--- src/rtl/cacheline_adaptor_if.sv ---
// Bus bundle between the cache side, the adaptor and the physical-memory port.
// The adaptor connects through the slave modport. The cache controller and the
// memory model together take the master side.
interface cacheline_adaptor_if #(
    parameter int LINE_BITS  = 256,
    parameter int BEAT_BITS  = 64,
    parameter int ADDR_WIDTH = 32
);
    // Cache side
    logic [ADDR_WIDTH-1:0] address_i;
    logic                  read_i;
    logic                  write_i;
    logic [LINE_BITS-1:0]  line_i;
    logic [LINE_BITS-1:0]  line_o;
    logic                  resp_o;

    // Physical-memory side
    logic [ADDR_WIDTH-1:0] address_o;
    logic                  read_o;
    logic                  write_o;
    logic [BEAT_BITS-1:0]  burst_o;
    logic [BEAT_BITS-1:0]  burst_i;
    logic                  resp_i;

    modport master (
        output address_i, read_i, write_i, line_i, burst_i, resp_i,
        input  line_o, resp_o, address_o, read_o, write_o, burst_o
    );

    modport slave (
        input  address_i, read_i, write_i, line_i, burst_i, resp_i,
        output line_o, resp_o, address_o, read_o, write_o, burst_o
    );
endinterface

--- src/rtl/cacheline_adaptor.sv ---
// Cache-line adaptor: gathers four 64-bit memory beats into one 256-bit fill
// line and splits a 256-bit dirty line into four write-back beats.
// Every output is a register, so the memory port and the data array never see
// combinational paths through this block.
module cacheline_adaptor #(
    parameter int LINE_BITS  = 256,
    parameter int BEAT_BITS  = 64,
    parameter int ADDR_WIDTH = 32
) (
    input logic               clk,
    input logic               rst_n,
    cacheline_adaptor_if.slave bus
);

    localparam int OFFSET_BITS = 5;

    typedef enum logic [2:0] {
        IDLE,
        RD,
        RD_DONE,
        WR,
        WR_DONE
    } state_t;

    state_t                state;
    logic [1:0]            cnt;
    logic [LINE_BITS-1:0]  wr_buf;
    logic [LINE_BITS-1:0]  line_q;
    logic                  resp_q;
    logic [ADDR_WIDTH-1:0] addr_q;
    logic                  read_q;
    logic                  write_q;
    logic [BEAT_BITS-1:0]  burst_q;

    // The byte offset within a line is dropped on purpose: memory always
    // transfers whole, line-aligned bursts.
    logic unused_offset_bits;
    assign unused_offset_bits = ^bus.address_i[OFFSET_BITS-1:0];

    assign bus.line_o    = line_q;
    assign bus.resp_o    = resp_q;
    assign bus.address_o = addr_q;
    assign bus.read_o    = read_q;
    assign bus.write_o   = write_q;
    assign bus.burst_o   = burst_q;

    // Request accept, beat sequencing and all registered outputs.
    // Write-back wins over a simultaneous fill because the victim must leave
    // before its slot is refilled. The write beat advances only after memory
    // acknowledges the current one.
    always_ff @(posedge clk or negedge rst_n) begin
        if (!rst_n) begin
            state   <= IDLE;
            cnt     <= 2'd0;
            wr_buf  <= '0;
            line_q  <= '0;
            resp_q  <= 1'b0;
            addr_q  <= '0;
            read_q  <= 1'b0;
            write_q <= 1'b0;
            burst_q <= '0;
        end else begin
            case (state)
                IDLE: begin
                    if (bus.write_i || bus.read_i) begin
                        addr_q <= {bus.address_i[ADDR_WIDTH-1:OFFSET_BITS], {OFFSET_BITS{1'b0}}};
                        wr_buf <= bus.line_i;
                        cnt    <= 2'd0;
                    end
                    if (bus.write_i) begin
                        state   <= WR;
                        write_q <= 1'b1;
                        burst_q <= bus.line_i[BEAT_BITS-1:0];
                    end else if (bus.read_i) begin
                        state  <= RD;
                        read_q <= 1'b1;
                    end
                end

                RD: begin
                    if (bus.resp_i) begin
                        line_q[int'(cnt)*BEAT_BITS +: BEAT_BITS] <= bus.burst_i;
                        cnt <= cnt + 2'd1;
                        if (cnt == 2'd3) begin
                            state  <= RD_DONE;
                            read_q <= 1'b0;
                            resp_q <= 1'b1;
                        end
                    end
                end

                WR: begin
                    if (bus.resp_i) begin
                        cnt <= cnt + 2'd1;
                        if (cnt == 2'd3) begin
                            state   <= WR_DONE;
                            write_q <= 1'b0;
                            resp_q  <= 1'b1;
                        end else begin
                            burst_q <= wr_buf[(int'(cnt) + 1)*BEAT_BITS +: BEAT_BITS];
                        end
                    end
                end

                RD_DONE, WR_DONE: begin
                    resp_q <= 1'b0;
                    cnt    <= 2'd0;
                    state  <= IDLE;
                end

                default: begin
                    state   <= IDLE;
                    cnt     <= 2'd0;
                    resp_q  <= 1'b0;
                    read_q  <= 1'b0;
                    write_q <= 1'b0;
                end
            endcase
        end
    end

endmodule

--- src/flat_wrapper.sv ---
// flat-port wrapper written by rule: the top's interface ports become plain ports
module cacheline_adaptor_flat 
#(
    parameter int LINE_BITS  = 256,
    parameter int BEAT_BITS  = 64,
    parameter int ADDR_WIDTH = 32
)
  (clk, rst_n, bus_address_i, bus_read_i, bus_write_i, bus_line_i, bus_burst_i, bus_resp_i, bus_line_o, bus_resp_o, bus_address_o, bus_read_o, bus_write_o, bus_burst_o);
  cacheline_adaptor_if #(.LINE_BITS(LINE_BITS), .BEAT_BITS(BEAT_BITS), .ADDR_WIDTH(ADDR_WIDTH)) bus_i ();
  input logic clk;
  input logic rst_n;
  input wire logic [$bits(bus_i.address_i)-1:0] bus_address_i;
  input wire logic [$bits(bus_i.read_i)-1:0] bus_read_i;
  input wire logic [$bits(bus_i.write_i)-1:0] bus_write_i;
  input wire logic [$bits(bus_i.line_i)-1:0] bus_line_i;
  input wire logic [$bits(bus_i.burst_i)-1:0] bus_burst_i;
  input wire logic [$bits(bus_i.resp_i)-1:0] bus_resp_i;
  output wire logic [$bits(bus_i.line_o)-1:0] bus_line_o;
  output wire logic [$bits(bus_i.resp_o)-1:0] bus_resp_o;
  output wire logic [$bits(bus_i.address_o)-1:0] bus_address_o;
  output wire logic [$bits(bus_i.read_o)-1:0] bus_read_o;
  output wire logic [$bits(bus_i.write_o)-1:0] bus_write_o;
  output wire logic [$bits(bus_i.burst_o)-1:0] bus_burst_o;
  assign bus_i.address_i = bus_address_i;
  assign bus_i.read_i = bus_read_i;
  assign bus_i.write_i = bus_write_i;
  assign bus_i.line_i = bus_line_i;
  assign bus_i.burst_i = bus_burst_i;
  assign bus_i.resp_i = bus_resp_i;
  assign bus_line_o = bus_i.line_o;
  assign bus_resp_o = bus_i.resp_o;
  assign bus_address_o = bus_i.address_o;
  assign bus_read_o = bus_i.read_o;
  assign bus_write_o = bus_i.write_o;
  assign bus_burst_o = bus_i.burst_o;
  cacheline_adaptor #(.LINE_BITS(LINE_BITS), .BEAT_BITS(BEAT_BITS), .ADDR_WIDTH(ADDR_WIDTH)) u_core (.clk(clk), .rst_n(rst_n), .bus(bus_i));
endmodule
--- config.mk ---
export PLATFORM = sky130hd
export DESIGN_NAME = cacheline_adaptor_flat
export DESIGN_NICKNAME = d
export VERILOG_FILES = /design/src/rtl/cacheline_adaptor_if.sv /design/src/rtl/cacheline_adaptor.sv /design/src/flat_wrapper.sv
export SDC_FILE = /design/constraint.sdc
export NUM_CORES = 1
export LEC_CHECK = 0
export CAP_MARGIN = 20
export CELL_PAD_IN_SITES_DETAIL_PLACEMENT = 2
export CELL_PAD_IN_SITES_GLOBAL_PLACEMENT = 2
export CORE_AREA = 2 2 275 277
export DETAILED_ROUTE_END_ITERATION = 10
export DIE_AREA = 0 0 277 279
export PLACE_DENSITY = 0.9
export SYNTH_ARGS = -nofsm -noshare
export SYNTH_HDL_FRONTEND = slang
export SYNTH_SLANG_ARGS = --single-unit
--- constraint.sdc ---
create_clock -name clk -period 4.05 [get_ports clk]
set_input_delay 0.81 -clock clk [delete_from_list [all_inputs] [get_ports clk]]
set_output_delay 0.81 -clock clk [all_outputs]
set_load 0.02 [all_outputs]
==> results of run 1 <==
-- where the power goes --
part	total [mW]	switching [mW]	internal (mW)
combinational	12.3	6.77	5.51
clock	5.96	2.46	3.50
sequential	9.69	1.83	7.86
total	27.9	11.1	16.9
-- flip-flops by register name, summed over array words and instances, names as in the netlist --
name                  flops
u_core.wr_buf           192
u_core.cnt                2
u_core.bus.line_o       256
u_core.bus.burst_o       64
u_core.bus.address_o     27
u_core.bus.write_o        1
u_core.bus.read_o         1
u_core.bus.resp_o         1
u_core.state              3
-- layer usage --
layer,track usage,share of wire
met1,0.291,0.36
met2,0.493,0.52
met3,0.0791,0.074
met4,0.109,0.041
met5,0,0.00058
-- area by class of cell --
cell class / count / area share
clock buffer: 87 / 0.0548
multi-input combinational: 1111 / 0.241
antenna: 15 / 0.00115
inverter: 6 / 0.000691
sequential: 547 / 0.420
clock inverter: 25 / 0.00967
timing repair buffer: 759 / 0.235
tap: 969 / 0.0372
-- synthesized netlist by cell type, types with 8 or more instances --
cell type / n / area share
o31ai_1: 64 / 0.022
mux2_2: 283 / 0.14
a22o_1: 126 / 0.049
buf_2: 36 / 0.0081
o21ai_0: 132 / 0.030
buf_6: 13 / 0.0066
a221oi_1: 64 / 0.025
nand2_1: 332 / 0.056
buf_1: 8 / 0.0013
buf_4: 26 / 0.0087
clkbuf_1: 66 / 0.011
nor2_1: 68 / 0.011
dfrtp_1: 547 / 0.61
-- cell families after synthesis --
| kind of cell | count (synthesis) | synth area share |
|---|---|---|
| fa+ha+maj | 6 | 0.00337 |
| compound gates | 399 | 0.130 |
| buf+inv | 155 | 0.0368 |
| simple gates | 418 | 0.0737 |
| mux | 283 | 0.143 |
| flops | 547 | 0.614 |
| other cells | 1 | 0.000168 |
-- worst min-delay path by stage --
stage / start / slack (ns) / cells past startpoint / to
2_1_floorplan: u_core.wr_buf[128]$_DFFE_PN0P_ / 0.47 / 1 / u_core.wr_buf[128]$_DFFE_PN0P_
4_1_cts: rst_n / 0.24 / 1 / u_core.bus.address_o[14]$_DFFE_PN0P_
5_1_grt: rst_n / 0.25 / 1 / u_core.bus.address_o[14]$_DFFE_PN0P_
3_3_place_gp: u_core.bus.burst_o[11]$_DFFE_PN0P_ / 0.46 / 2 / u_core.bus.burst_o[11]$_DFFE_PN0P_
3_5_place_dp: u_core.bus.line_o[41]$_DFFE_PN0P_ / 0.47 / 2 / u_core.bus.line_o[41]$_DFFE_PN0P_
6_report: rst_n / 0.20 / 1 / u_core.bus.address_o[13]$_DFFE_PN0P_
-- critical path, stage by stage (launching register included) --
cell,delay (ns)
dfrtp_4,0.65
inv_1,0.18
ha_1,0.45
and3_2,0.69
buf_12,0.28
nand2_1,0.10
o21ai_0,0.33
-- through the flow --
stage	cells	setup WS, ns	power [mW]	hold slack (ns)	instance area, sq um
detailed placement	3392	0.832	21.4	0.472	30500
finish	3519	1.19	27.9	0.200	32600
floorplan	1813	1.88	15.3	0.475	22300
CTS	3504	1.21	28.1	0.237	32600
global route	3515	1.04	29.1	0.249	32600
global placement	3392	0.977	20.3	0.462	30500
==> flow_metrics.py, run 1 <==
metrics = {
    "outcome": {
        "status": "complete, no violations",
    },
    "floorplan": {
        "die_h_um": 279,
        "start_util": 0.301,
        "dieWidth_um": 277,
        "core-area_sq_mm": 0.0741,
        "rows": 100,
        "die_area_sq_mm": 0.0773,
        "ios": 712,
    },
    "synthesis": {
        "async_flop_share": 1.00,
        "synth-main-ff-cell": "dfrtp_1",
        "synth.avg_cell_area_sq_um": 12.3,
        "synth_edf_count": 0,
        "synth-seq-cells": 547,
        "syn_inst": 1809,
        "mappedNetlistArea_sq_mm": 0.0223,
        "ys_seq_area_frac": 0.614,
        "yosysWarningCount": 0,
        "ys_types": 35,
    },
    "route": {
        "vias": 18700,
        "routed_wl_um": 106000,
        "drt-initial-drc-count": 1088,
        "postRouteAntennaNets": 0,
        "via_per_inst": 5.32,
        "drc_errors": 0,
        "wl_per_cell_um": 30.1,
        "drt_pre_antenna_iters": 5,
    },
    "grt": {
        "grt_first_pass_wirelength_um": 157000,
        "antenna_found_initial": 20,
        "grt_max_degree": 93,
        "grt_pass1_vias": 22200,
        "track_usage": 0.270,
        "grt_overflow": 0,
    },
    "finish": {
        "final_cell_mix": "clkdlybuf4s50_1, dfrtp_1, nand2_1",
        "fill_cells": 7248,
        "syn_to_final_growth_pct": 46.1,
        "seq_area_sq_mm": 0.0137,
        "fin_util": 0.440,
        "drive_above_1_share": 0.181,
        "final_common_cell": "clkdlybuf4s50_1",
        "nets": 2849,
        "multiInputGateArea_sq_mm": 0.00786,
    },
    "critical_path": {
        "r2r_end": "u_core.bus.line_o[167]$_DFFE_PN0P_",
        "critical_path_class": "flop to flop",
        "timing.critical_path.from": "u_core.cnt[0]$_DFFE_PN0P_",
        "ff2ff_path_depth": 6,
        "rrSetupSlack_ns": 1.19,
        "worst_setup_path_start_kind": "flop",
        "end_kind": "flop",
        "worstSetupEndpoint": "u_core.bus.line_o[167]$_DFFE_PN0P_",
        "critPathRequiredTime_ns": 4.53,
        "crit_arrival_ns": 3.34,
        "timing.rr.start": "u_core.cnt[0]$_DFFE_PN0P_",
        "cp_max_fo": 31,
    },
    "placement": {
        "hpwl_um": 68500,
        "place_congestion": 0.848,
        "io_buffers": 701,
    },
    "clock_network": {
        "numCtsBuffers": 61,
        "cts_tree": "built",
        "cts_resized": 0,
        "cts.sinks": 547,
        "clkTransAtPathRegs_ns": 0.07,
        "htreeDepth": 2,
        "cts.path.max_buffers": 3,
        "hold_buffers": 0,
        "post-cts-setup-buffers": 0,
        "cts_root_buf": "clkbuf_16",
        "clkLatencyLatePin_ns": 0.62,
    },
    "timing": {
        "rsz0062_at_grt": "no",
        "max_freq_mhz": 349,
        "timing.final.crit_share": 0.707,
        "maxSlewHeadroom": 0.295,
        "fin_setup_tns_ns": 0,
        "final_period_minus_worst_setup_slack_ns": 2.86,
        "setup_viol": 0,
        "fin_skew_ns": 0.0291,
        "finalHoldViolCount": 0,
        "drv_slew": 0,
        "worstMarginPinSlew_ns": 1.05,
    },
    "hold_path": {
        "hp-class": "input port to asynchronous set/reset pin",
    },
    "power": {
        "vdd_drop_max_uv": 467,
        "power_density_mw_per_mm2": 856,
        "p_leak_nw": 13.6,
    },
    "job": {
        "maxCapViolCount": 0,
    },
}
Power figures use the tool's default switching activity.
==> run 2, diff against run 1 <==
--- a/config.mk
+++ b/config.mk
@@ -8,9 +8,9 @@
 export CAP_MARGIN = 20
 export CELL_PAD_IN_SITES_DETAIL_PLACEMENT = 2
 export CELL_PAD_IN_SITES_GLOBAL_PLACEMENT = 2
-export CORE_AREA = 2 2 275 277
+export CORE_MARGIN = 2
+export CORE_UTILIZATION = 30
 export DETAILED_ROUTE_END_ITERATION = 10
-export DIE_AREA = 0 0 277 279
 export PLACE_DENSITY = 0.9
 export SYNTH_ARGS = -nofsm -noshare
 export SYNTH_HDL_FRONTEND = slang
==> constraint.sdc (replaced) <==
create_clock -name clk -period 2.9 [get_ports clk]
set_input_delay 0.58 -clock clk [delete_from_list [all_inputs] [get_ports clk]]
set_output_delay 0.58 -clock clk [all_outputs]
set_load 0.02 [all_outputs]
==> flow_metrics.py, run 2 (synthesis gave the netlist of run 1 again) <==
metrics = {
    "outcome": {
        "status": "finished, violations left",
        "violations": "negative hold slack",
    },
    "clock_network": {
        "clkLatencyLatePin_ns": 0.60,
        "hold_buffers": 0,
        "cts_tree": "built",
        "cts_resized": 0,
        "cts.sinks": 547,
        "cts.path.max_buffers": 3,
        "post-cts-setup-buffers": 0,
        "clkTransAtPathRegs_ns": 0.06,
        "htreeDepth": 3,
        "numCtsBuffers": 66,
        "cts_root_buf": "clkbuf_16",
    },
    "floorplan": {
        "core-area_sq_mm": 0.0733,
        "die_area_sq_mm": 0.0766,
        "dieWidth_um": 277,
        "die_h_um": 277,
        "ios": 712,
        "start_util": 0.304,
        "rows": 99,
    },
    "timing": {
        "setup_viol": 0,
        "drv_slew": 0,
        "fin_ws_ns": 0.126,
        "fin_hold_ws_ns": -0.0282,
        "worstMarginPinSlew_ns": 1.05,
        "final_period_minus_worst_setup_slack_ns": 2.77,
        "max_freq_mhz": 360,
        "timing.final.crit_share": 0.957,
        "fin_setup_tns_ns": 0,
        "maxSlewHeadroom": 0.302,
        "rsz0062_at_grt": "no",
        "finalHoldViolCount": 6,
        "fin_skew_ns": 0.0273,
    },
    "finish": {
        "syn_to_final_growth_pct": 48.6,
        "final_common_cell": "clkdlybuf4s50_1",
        "seq_area_sq_mm": 0.0137,
        "fill_cells": 7101,
        "final_cell_mix": "clkdlybuf4s50_1, dfrtp_1, nand2_1",
        "nets": 2886,
        "drive_above_1_share": 0.192,
        "multiInputGateArea_sq_mm": 0.00786,
        "largest_register_ffs": 256,
    },
    "power": {
        "power_density_mw_per_mm2": 1220,
        "p_switching_mw": 16.3,
        "internal_power_mw": 24.2,
        "p_leak_nw": 13.9,
        "swShare": 0.403,
        "power_frac_comb": 0.442,
        "p_seq_frac": 0.338,
        "p_total_mw": 40.5,
        "clkPwrFrac": 0.220,
        "vdd_drop_max_uv": 847,
    },
    "critical_path": {
        "worst_setup_path_start_kind": "flop",
        "critPathRequiredTime_ns": 3.34,
        "cp_max_fo": 16,
        "rrSetupSlack_ns": 0.13,
        "critical_path_class": "flop to flop",
        "timing.rr.start": "u_core.cnt[0]$_DFFE_PN0P_",
        "ff2ff_path_depth": 7,
        "end_kind": "flop",
        "crit_arrival_ns": 3.21,
        "r2r_end": "u_core.bus.line_o[38]$_DFFE_PN0P_",
        "timing.critical_path.from": "u_core.cnt[0]$_DFFE_PN0P_",
    },
    "grt": {
        "antenna_found_initial": 33,
        "track_usage": 0.284,
        "grt_max_degree": 78,
        "grt_pass1_vias": 22400,
        "grt_first_pass_wirelength_um": 162000,
        "grt_overflow": 0,
    },
    "placement": {
        "io_buffers": 701,
        "dpl_worst_slack_ns": 0.182,
        "place_congestion": 0.874,
        "hpwl_um": 72300,
    },
    "route": {
        "drc_errors": 0,
        "drt_pre_antenna_iters": 6,
        "wl_per_cell_um": 32.0,
        "routed_wl_um": 114000,
        "drt-initial-drc-count": 1214,
        "vias": 19300,
        "via_per_inst": 5.43,
        "postRouteAntennaNets": 0,
    },
    "job": {
        "maxCapViolCount": 0,
    },
    "hold_path": {
        "hp-class": "input port to asynchronous set/reset pin",
    },
}
-- run 2: cell count changes in the layout (fill, tap and decap cells not counted), sizes merged, moves of 2 or more --
cell,change
clkinv,-5
bufinv,-2
clkinvlp,-3
diode,+7
clkbuf,+11
buf,+32
-- run 2: how the worst max path moves through the flow --
stage                                                       to
after floorplan              u_core.bus.line_o[14]$_DFFE_PN0P_
after global placement    u_core.bus.address_o[10]$_DFFE_PN0P_
after detailed placement   u_core.bus.address_o[5]$_DFFE_PN0P_
after CTS                    u_core.bus.line_o[38]$_DFFE_PN0P_
after global routing         u_core.bus.line_o[38]$_DFFE_PN0P_
final                        u_core.bus.line_o[38]$_DFFE_PN0P_
-- run 2: critical path, cell delays in order (launching register included) --
cell     delay [ns]
dfrtp_4        0.55
inv_1          0.18
ha_1           0.34
inv_1          0.18
and3_2         0.59
buf_12         0.21
nand2_1        0.09
o21ai_0        0.45
-- run 2: final cells by class --
| class | count | area share |
|---|---|---|
| Inverter | 6 | 0.000679 |
| Sequential cell | 547 | 0.413 |
| Timing Repair Buffer | 791 | 0.243 |
| Multi-Input combinational cell | 1111 | 0.237 |
| Tap cell | 959 | 0.0362 |
| Clock buffer | 98 | 0.0602 |
| Antenna cell | 22 | 0.00166 |
| Clock inverter | 16 | 0.00800 |
-- run 2: metal layers --
layer,wire (um),vias to the layer above,track usage
li1,-,7856,-
met1,39600,10100,0.295
met2,58800,952,0.509
met3,9070,306,0.0891
met4,5930,18,0.155
met5,133,-,0
-- run 2: stage by stage --
| stage | instances | area [sq um] | util |
|---|---|---|---|
| 6_report | 3550 | 33200 | 0.452 |
| 5_1_grt | 3546 | 33100 | 0.452 |
| 4_1_cts | 3528 | 33100 | 0.451 |
| 3_5_place_dp | 3414 | 30800 | 0.421 |
| 3_3_place_gp | 3414 | 30800 | 0.421 |
| 2_1_floorplan | 1813 | 22300 | - |
-- run 2: power by group through the flow --
| stage | combinational (mW) | clock [mW] | sequential (mW) |
|---|---|---|---|
| 6_report | 17.9 | 8.91 | 13.7 |
| 5_1_grt | 18.7 | 9.26 | 13.9 |
| 3_3_place_gp | 15.9 | 0 | 12.8 |
| 3_5_place_dp | 17.1 | 0 | 13.3 |
| 4_1_cts | 17.8 | 9.00 | 13.5 |
| 2_1_floorplan | 6.58 | 0 | 14.8 |
